## src/rtl/dense_sequencer.sv

```systemverilog
// Sequencer for the dense / 1x1-conv engine array: clear, operand feed,
// latency drain, shifter settle, then a valid/ready result handshake.
module dense_sequencer #(
    parameter int AddrBits    = 10,
    parameter int ShiftBits   = 6,
    parameter int ReadLatency = 1
) (
    input  logic                 clk_i,
    input  logic                 rst_i,
    input  logic                 start_i,
    input  logic                 accum_mode_i,
    input  logic [AddrBits:0]    input_len_i,
    input  logic [ShiftBits-1:0] shift_i,
    output logic                 busy_o,
    output logic                 rd_en_o,
    output logic [AddrBits-1:0]  addr_o,
    output logic                 mac_clear_o,
    output logic                 mac_en_o,
    output logic                 accum_o,
    output logic [ShiftBits-1:0] shift_o,
    output logic                 shift_active_o,
    output logic                 out_valid_o,
    input  logic                 out_ready_i,
    output logic                 done_o
);

    localparam int LW = AddrBits + 1;
    localparam logic [LW-1:0] MaxLen = {1'b1, {AddrBits{1'b0}}};
    localparam logic [LW-1:0] One = 1;
    localparam logic [ShiftBits-1:0] SOne = 1;
    localparam logic [LW-1:0] DrainLast = LW'(ReadLatency > 0 ? ReadLatency - 1 : 0);

    typedef enum logic [2:0] {
        S_IDLE, S_CLEAR, S_FEED, S_DRAIN, S_SHIFT, S_OUTPUT
    } state_e;

    state_e               state_q, state_d, post_st;
    logic [LW-1:0]        cnt_q, cnt_d;
    logic [LW-1:0]        len_q, len_d;
    logic [ShiftBits-1:0] scnt_q, scnt_d;
    logic [ShiftBits-1:0] shift_q, shift_d;
    logic                 accum_q, accum_d;
    logic                 busy_q, busy_d;
    logic                 rd_en_q, rd_en_d;
    logic [AddrBits-1:0]  addr_q, addr_d;
    logic                 clear_q, clear_d;
    logic                 sact_q, sact_d;
    logic                 valid_q, valid_d;
    logic                 done_q, done_d;

    always_comb begin
        state_d = state_q;
        cnt_d   = cnt_q;
        len_d   = len_q;
        scnt_d  = scnt_q;
        shift_d = shift_q;
        accum_d = accum_q;
        done_d  = 1'b0;
        post_st = (shift_q != '0) ? S_SHIFT : S_OUTPUT;
        unique case (state_q)
            S_IDLE: begin
                if (start_i) begin
                    state_d = S_CLEAR;
                    len_d   = (input_len_i > MaxLen) ? MaxLen : input_len_i;
                    accum_d = accum_mode_i;
                    shift_d = shift_i;
                end
            end
            S_CLEAR: begin
                cnt_d   = '0;
                scnt_d  = '0;
                state_d = (len_q != '0) ? S_FEED : S_OUTPUT;
            end
            S_FEED: begin
                if (cnt_q + One == len_q) begin
                    cnt_d   = '0;
                    state_d = (ReadLatency > 0) ? S_DRAIN : post_st;
                end else begin
                    cnt_d = cnt_q + One;
                end
            end
            S_DRAIN: begin
                if (cnt_q == DrainLast) begin
                    state_d = post_st;
                end else begin
                    cnt_d = cnt_q + One;
                end
            end
            S_SHIFT: begin
                if (scnt_q == shift_q - SOne) begin
                    state_d = S_OUTPUT;
                end else begin
                    scnt_d = scnt_q + SOne;
                end
            end
            S_OUTPUT: begin
                if (out_ready_i) begin
                    state_d = S_IDLE;
                    done_d  = 1'b1;
                end
            end
            default: state_d = S_IDLE;
        endcase
        // Outputs are decoded from the next state so they come straight off flops.
        busy_d  = (state_d != S_IDLE);
        rd_en_d = (state_d == S_FEED);
        addr_d  = rd_en_d ? cnt_d[AddrBits-1:0] : '0;
        clear_d = (state_d == S_CLEAR);
        sact_d  = (state_d == S_SHIFT);
        valid_d = (state_d == S_OUTPUT);
    end

    always_ff @(posedge clk_i or negedge rst_i) begin
        if (!rst_i) begin
            state_q <= S_IDLE;
            cnt_q   <= '0;
            len_q   <= '0;
            scnt_q  <= '0;
            shift_q <= '0;
            accum_q <= 1'b0;
            busy_q  <= 1'b0;
            rd_en_q <= 1'b0;
            addr_q  <= '0;
            clear_q <= 1'b0;
            sact_q  <= 1'b0;
            valid_q <= 1'b0;
            done_q  <= 1'b0;
        end else begin
            state_q <= state_d;
            cnt_q   <= cnt_d;
            len_q   <= len_d;
            scnt_q  <= scnt_d;
            shift_q <= shift_d;
            accum_q <= accum_d;
            busy_q  <= busy_d;
            rd_en_q <= rd_en_d;
            addr_q  <= addr_d;
            clear_q <= clear_d;
            sact_q  <= sact_d;
            valid_q <= valid_d;
            done_q  <= done_d;
        end
    end

    generate
        if (ReadLatency == 0) begin : g_nodly
            assign mac_en_o = rd_en_q;
        end else begin : g_dly
            logic [ReadLatency-1:0] dly_q, dly_d;
            logic [ReadLatency:0]   dly_ext;
            assign dly_ext  = {dly_q, rd_en_q};
            assign dly_d    = dly_ext[ReadLatency-1:0];
            assign mac_en_o = dly_ext[ReadLatency];
            always_ff @(posedge clk_i or negedge rst_i) begin
                if (!rst_i) begin
                    dly_q <= '0;
                end else begin
                    dly_q <= dly_d;
                end
            end
        end
    endgenerate

    assign busy_o         = busy_q;
    assign rd_en_o        = rd_en_q;
    assign addr_o         = addr_q;
    assign mac_clear_o    = clear_q;
    assign accum_o        = accum_q;
    assign shift_o        = shift_q;
    assign shift_active_o = sact_q;
    assign out_valid_o    = valid_q;
    assign done_o         = done_q;

endmodule
```

## config.mk

```make
export PLATFORM = sky130hd
export DESIGN_NAME = dense_sequencer
export DESIGN_NICKNAME = d
export VERILOG_FILES = /design/src/rtl/dense_sequencer.sv
export SDC_FILE = /design/constraint.sdc
export NUM_CORES = 1
export LEC_CHECK = 0
export BUFFER_PORTS_ARGS = -buffer_cell sky130_fd_sc_hd__buf_2
export CORE_MARGIN = 3
export CORE_UTILIZATION = 58
export CTS_CLUSTER_DIAMETER = 30
export CTS_CLUSTER_SIZE = 8
export DETAILED_ROUTE_END_ITERATION = 10
export PLACE_DENSITY = 0.86
export SLEW_MARGIN = 15
export SYNTH_ARGS = -nofsm -noshare
export SYNTH_HDL_FRONTEND = slang
export SYNTH_SLANG_ARGS = --single-unit
```

## constraint.sdc

```tcl
create_clock -name clk_i -period 2.55 [get_ports clk_i]
set_input_delay 0.3825 -clock clk_i [delete_from_list [all_inputs] [get_ports clk_i]]
set_output_delay 0.3825 -clock clk_i [all_outputs]
set_load 0.02 [all_outputs]
```

After elaboration in Yosys (flattened, before gate mapping)
Index checks and enable logic that the tools add are counted.
{ "classes": {"addsub": 3, "order_cmp": 1, "n_eq_ne": 13, "muxes": 17, "reduce_logical": 10} }
{ "op_table": {"columns": ["operator", "count"], "rows": [
  ["11-bit 2-to-1 mux", 3],
  ["11-bit one-hot mux with 3 select lines", 1],
  ["3-bit 2-to-1 mux", 6],
  ["3-bit one-hot mux with 6 select lines", 1],
  ["3-bit equality test, second input constant", 4],
  ["6-bit one-hot mux with 2 select lines", 1],
  ["11-bit by 1-bit adder with 11-bit output, second input constant", 1],
  ["11-bit equality test", 1],
  ["11-bit greater-than comparator, second input constant", 1],
  ["11-bit logical NOT", 1],
  ["11-bit nonzero test", 1],
  ["10-bit 2-to-1 mux", 1],
  ["3-bit by 2-bit equality test with 1-bit output, second input constant", 3],
  ["6-bit by 1-bit adder with 6-bit output, second input constant", 1],
  ["3-bit by 1-bit equality test with 1-bit output, second input constant", 2],
  ["6-bit equality test", 1],
  ["6-bit 2-to-1 mux", 1],
  ["2-bit AND reduction", 3],
  ["3-bit nonzero test", 2],
  ["6-bit nonzero test", 1],
  ["6-bit by 1-bit subtractor with 6-bit output, second input constant", 1],
  ["2-bit inequality test, second input constant", 2],
  ["3-bit logical NOT", 1],
  ["1-bit 2-to-1 mux", 3],
  ["2-bit nonzero test", 1]
]} }
{ "totals": {"ff_bits": 55, "out_inout_bits": 24} }

Logic depth before layout (Yosys ltp)
{ "depth": {"depth_word": 6, "depth_mapped": 11, "depth_no_buf": 9} }

Least setup slack after synthesis
Ideal clock, no wire load.
{ "synth_timing": {"path_kind": "reg-to-reg", "start": "register cnt_q[1]", "end": "register cnt_q[1]", "setup_ps": 139, "t_arrival_ps": 2168, "path_slack_ps": 243, "path_stages_with_launch": 12, "n_path_buf": 3, "period_less_slack_ps": 2307, "path_cell_list": "dfrtp_1 ha_1 buf_2 nand2_1 clkbuf_1 o21ai_0 a31o_2 nor4_2 nand3_1 o21ai_1 buf_4 o22ai_1"} }
{ "synth_between": {"elab_chain_cells": 4} }
{ "synth_rtl": {"columns": ["element", "line_no", "rtl"], "rows": [
  ["start: declaration", "38", "logic [LW-1:0] cnt_q, cnt_d;"],
  ["start signal: assignment", "130", "cnt_q <= cnt_d;"],
  ["11-bit by 1-bit adder with 11-bit output", "75, 79, 86", null],
  ["11-bit equality test", "75", "if (cnt_q + One == len_q) begin"],
  ["11-bit 2-to-1 mux", "75", null],
  ["11-bit one-hot mux with 3 select lines (*)", "60", "unique case (state_q)"],
  ["net cnt_d[1]", "38", null]
]} }
The timed path passes the listed nets; every way through them passes the cells marked *. The select of a mux whose other input is x is not followed.
A chain may end at the register's enable or synchronous reset.

Worst setup path in the final report
{ "layout_timing": {"start": "register cnt_q[0]", "end": "register cnt_q[6]"} }
Same word-level chain as after synthesis.

==> impl_results.md <==
* Status: finished clean
* CTS H-tree lvls at 2
* DP Worst Slack at -0.09627 ns
* CTS tree: built
* Share of cells above drive strength 1 at between 20% and 30%
* Grt ovf at 0
* Worst-Skew Late Latency at about 0.32 ns
* CP Max Fanout at 10
* Peak Freq at approximately 400 MHz
* Syn_area_per_cell at just under 9 sq um
* Core box area at 5303 sq um
* Setup WS post-layout at between 0.008 and 0.009 ns
* GP Congestion at about 0.94
* CTS buffer count at 5
* M3 GR Usage at around 5.8%
* Worst path required time at around 2.7 ns
* Slew HR at 63.06%
* GRT Overall Usage at 28.47%
* Router iterations before antenna repair at 8
* Nets@finish at ~470
* DR WL/cell at ~18 microns
* R2R Path Start: cnt_q[0]$_DFF_PN0_
* CTS root buf: clkbuf_8
* Synth Area in Adders at approximately 1.9%
* VDD IR max at 0.5992 mV
* Share of flip-flops with an asynchronous set or reset at 100.0%
* Hold_buf cts at 0
* Yosys warns at 0
* Final core occ at between 70 and 80%
* GR met2 Demand/Resource at between 40 and 50%
* Crit path capture type: flop
* Fin crit share at ~100%
* Simple-Gate Fraction of Synth Area at 27.86%
* Power per Cell Area at 985.3 nW/um^2
* Die ar. at approximately 6600 sq um
* Least-Margin Pin Slew at around 0.55 ns
* Worst reg2reg setup slack at 0.008 ns
* Number of diodes at 0
* Length in cells of the worst reg-to-reg path at 9
* Synth-to-Final Area Change at 21.76%
* Commonest non-fill, non-tap cell in the layout: dfrtp_1
* Initial core utilization at ~62%
* Post-synthesis xor/xnor area fraction at 7.582%
* Post-synth top area share at between 40% and 50%
* Largest buffer count on any clock path at 2
* First-pass GRT wire length at approximately 15 mm
* CP startpoint: cnt_q[0]$_DFF_PN0_
* Mux contribution to synthesized area at less than 1%
* Skew final at between 0.01 and 0.015 ns
* Worst R2R End: cnt_q[6]$_DFF_PN0_
* Arrival @ worst endpoint at about 2.7 ns
* Vias in the first global route at between 3k and 4k
* Layout fillers at 368
* Post-route insts no fill at between 500 and 600
* Antenna-violating nets left at 0
* Routed vias at about 3.2k
* Yosys reg bits at 55
* Top FF cell, synth: dfrtp_1
* Max Cap Violations at 0
* RSZ-0062 raised after global routing: yes
* Synth area leaders: dfrtp_1 (42%), nand2_1 (6.1%), xor2_1 (4.0%), nor2_1 (3.4%), xnor2_1 (2.9%)
* Post-synthesis compound-gate area fraction at 15.85%
* Clock transition at path regs at ~0.11 ns
* Max Slew Vio Count at 0
* IO Pins at 46
* Hold Crit Class: in -> async
* Final WL at between 9 and 10 mm
* Post-Syn Area at 3301 sq um
* Power consumption at approximately 4000 uW
* Number of I/O port buffers at 45
* WS Path Type: reg -> reg
* Startpoint types: flop
* Syn nets at between 400 and 500
* Initial antenna violation count at 0
* Largest family of logic cells by synthesized area: simple AND/OR/NAND/NOR gates
* Post-synth EDFFs at 0
* Most frequent cells in the layout: dfrtp_1 (54), nand2_1 (52), buf_2 (45)
* DP Wirelength at between 6 and 7 mm
* Largest net degree at the start of global routing at 34
* Clock period minus final worst setup slack at 2.542 ns
* Cell variety after synth at 62
* Placed cell count at 498
* Critical Path Sink: cnt_q[6]$_DFF_PN0_
* Total negative slack at 0 ns
* Row count at 26
* Detailed-route DRC error count at 0
* Final hold vios at 0
* Met1 Usage GRT at ~37%
* Die width at a little over 80 microns
* Vias per std cell at roughly 6.4
* Seq/Total Area, Yosys at about two fifths
* Initial drt markers at 463
* Clock Sinks at 55
* Post-synth top area cell: dfrtp_1
* Final Setup Violations at 0
* Die Y at ~80 microns
* Lkg Pwr at ~0.0018 uW
* Gr busiest metal: met2
* Mapped Cells at between 300 and 400
worst min-delay path by stage:
stage / slack, ns / to / start
2_1_floorplan: 0.09 / accum_o$_DFFE_PN0P_ / rst_i
3_3_place_gp: 0.36 / mac_en_o$_DFF_PN0_ / rd_en_o$_DFF_PN0_
3_5_place_dp: 0.36 / mac_en_o$_DFF_PN0_ / rd_en_o$_DFF_PN0_
4_1_cts: 0.06 / len_q[0]$_DFFE_PN0P_ / rst_i
5_1_grt: 0.06 / cnt_q[6]$_DFF_PN0_ / rst_i
6_report: 0.04 / mac_clear_o$_DFF_PN0_ / rst_i
synthesized netlist by cell type (5+ instances only):
master	instances
and3_1	7
nand2b_1	15
ha_1	5
nor3_1	8
xnor2_1	11
xor2_1	15
clkbuf_1	12
a21oi_1	16
inv_1	11
nand4_1	6
nand2_1	54
nand3_1	12
o31ai_1	6
nor4_1	11
o21ai_0	17
or4_1	5
buf_4	5
nor2_1	30
dfrtp_1	55
o22ai_1	9
where the power goes:
| part | total [uW] | switching (uW) | internal, uW |
|---|---|---|---|
| clock network | 514 | 310 | 204 |
| registers | 1390 | 297 | 1100 |
| logic | 2050 | 1180 | 876 |
cell type report:
cell class              count  area (sq um)  area share [%]
multi-input cells         289          1932           48.07
flip-flops and latches     55          1378           34.28
repair buffers             78         484.2           12.05
well taps                  70         87.58           2.179
clock buffers               5         68.82           1.712
inverters                  11         41.29           1.027
clock inverters             3         27.53          0.6849
cells by family (layout without fill, tap and decap cells):
group / count (synthesis) / in the layout
simple gates: 176 / 176
compound gates: 79 / 79
flops: 55 / 55
buf+inv: 33 / 97
xor+xnor: 27 / 27
fa+ha+maj: 5 / 5
mux: 2 / 2
through the flow:
step | hold WS [ns] | area [sq um]
global placement | 0.3564 | 3717
global route | 0.05918 | 4019
CTS | 0.05623 | 3850
floorplan | 0.08691 | 3301
detailed placement | 0.3584 | 3717
finish | 0.04222 | 4019
critical path: stages (launching register included):
cell	delay [ns]
dfrtp_1	0.43
ha_4	0.22
nand2_4	0.11
or3_4	0.40
a31o_2	0.28
nor4_4	0.34
nand3_2	0.15
o21ai_4	0.22
buf_6	0.15
o22ai_1	0.08
timing repair:
action,4_1_cts,5_1_grt
endpoints found under the hold margin,0,0
cloned,0,1
pin swaps,0,10
gates resized for setup,6,27
setup buffers,0,4
setup endpoints to repair,15,26
per-layer routing:
metal,vias up,share of wire [%]
met4,0,3.5
met3,41,9.3
met5,-,0
li1,1475,-
met1,1535,40
met2,195,47
sequential cells by signal (all words and copies together), names as in the netlist:
name	flops
cnt_q	11
state_q	3
mac_clear_o	1
len_q	11
rd_en_o	1
shift_active_o	1
addr_o	10
out_valid_o	1
busy_o	1
scnt_q	6
accum_o	1
done_o	1
shift_o	6
mac_en_o	1
No activity file was read; power rests on OpenSTA's default activity.
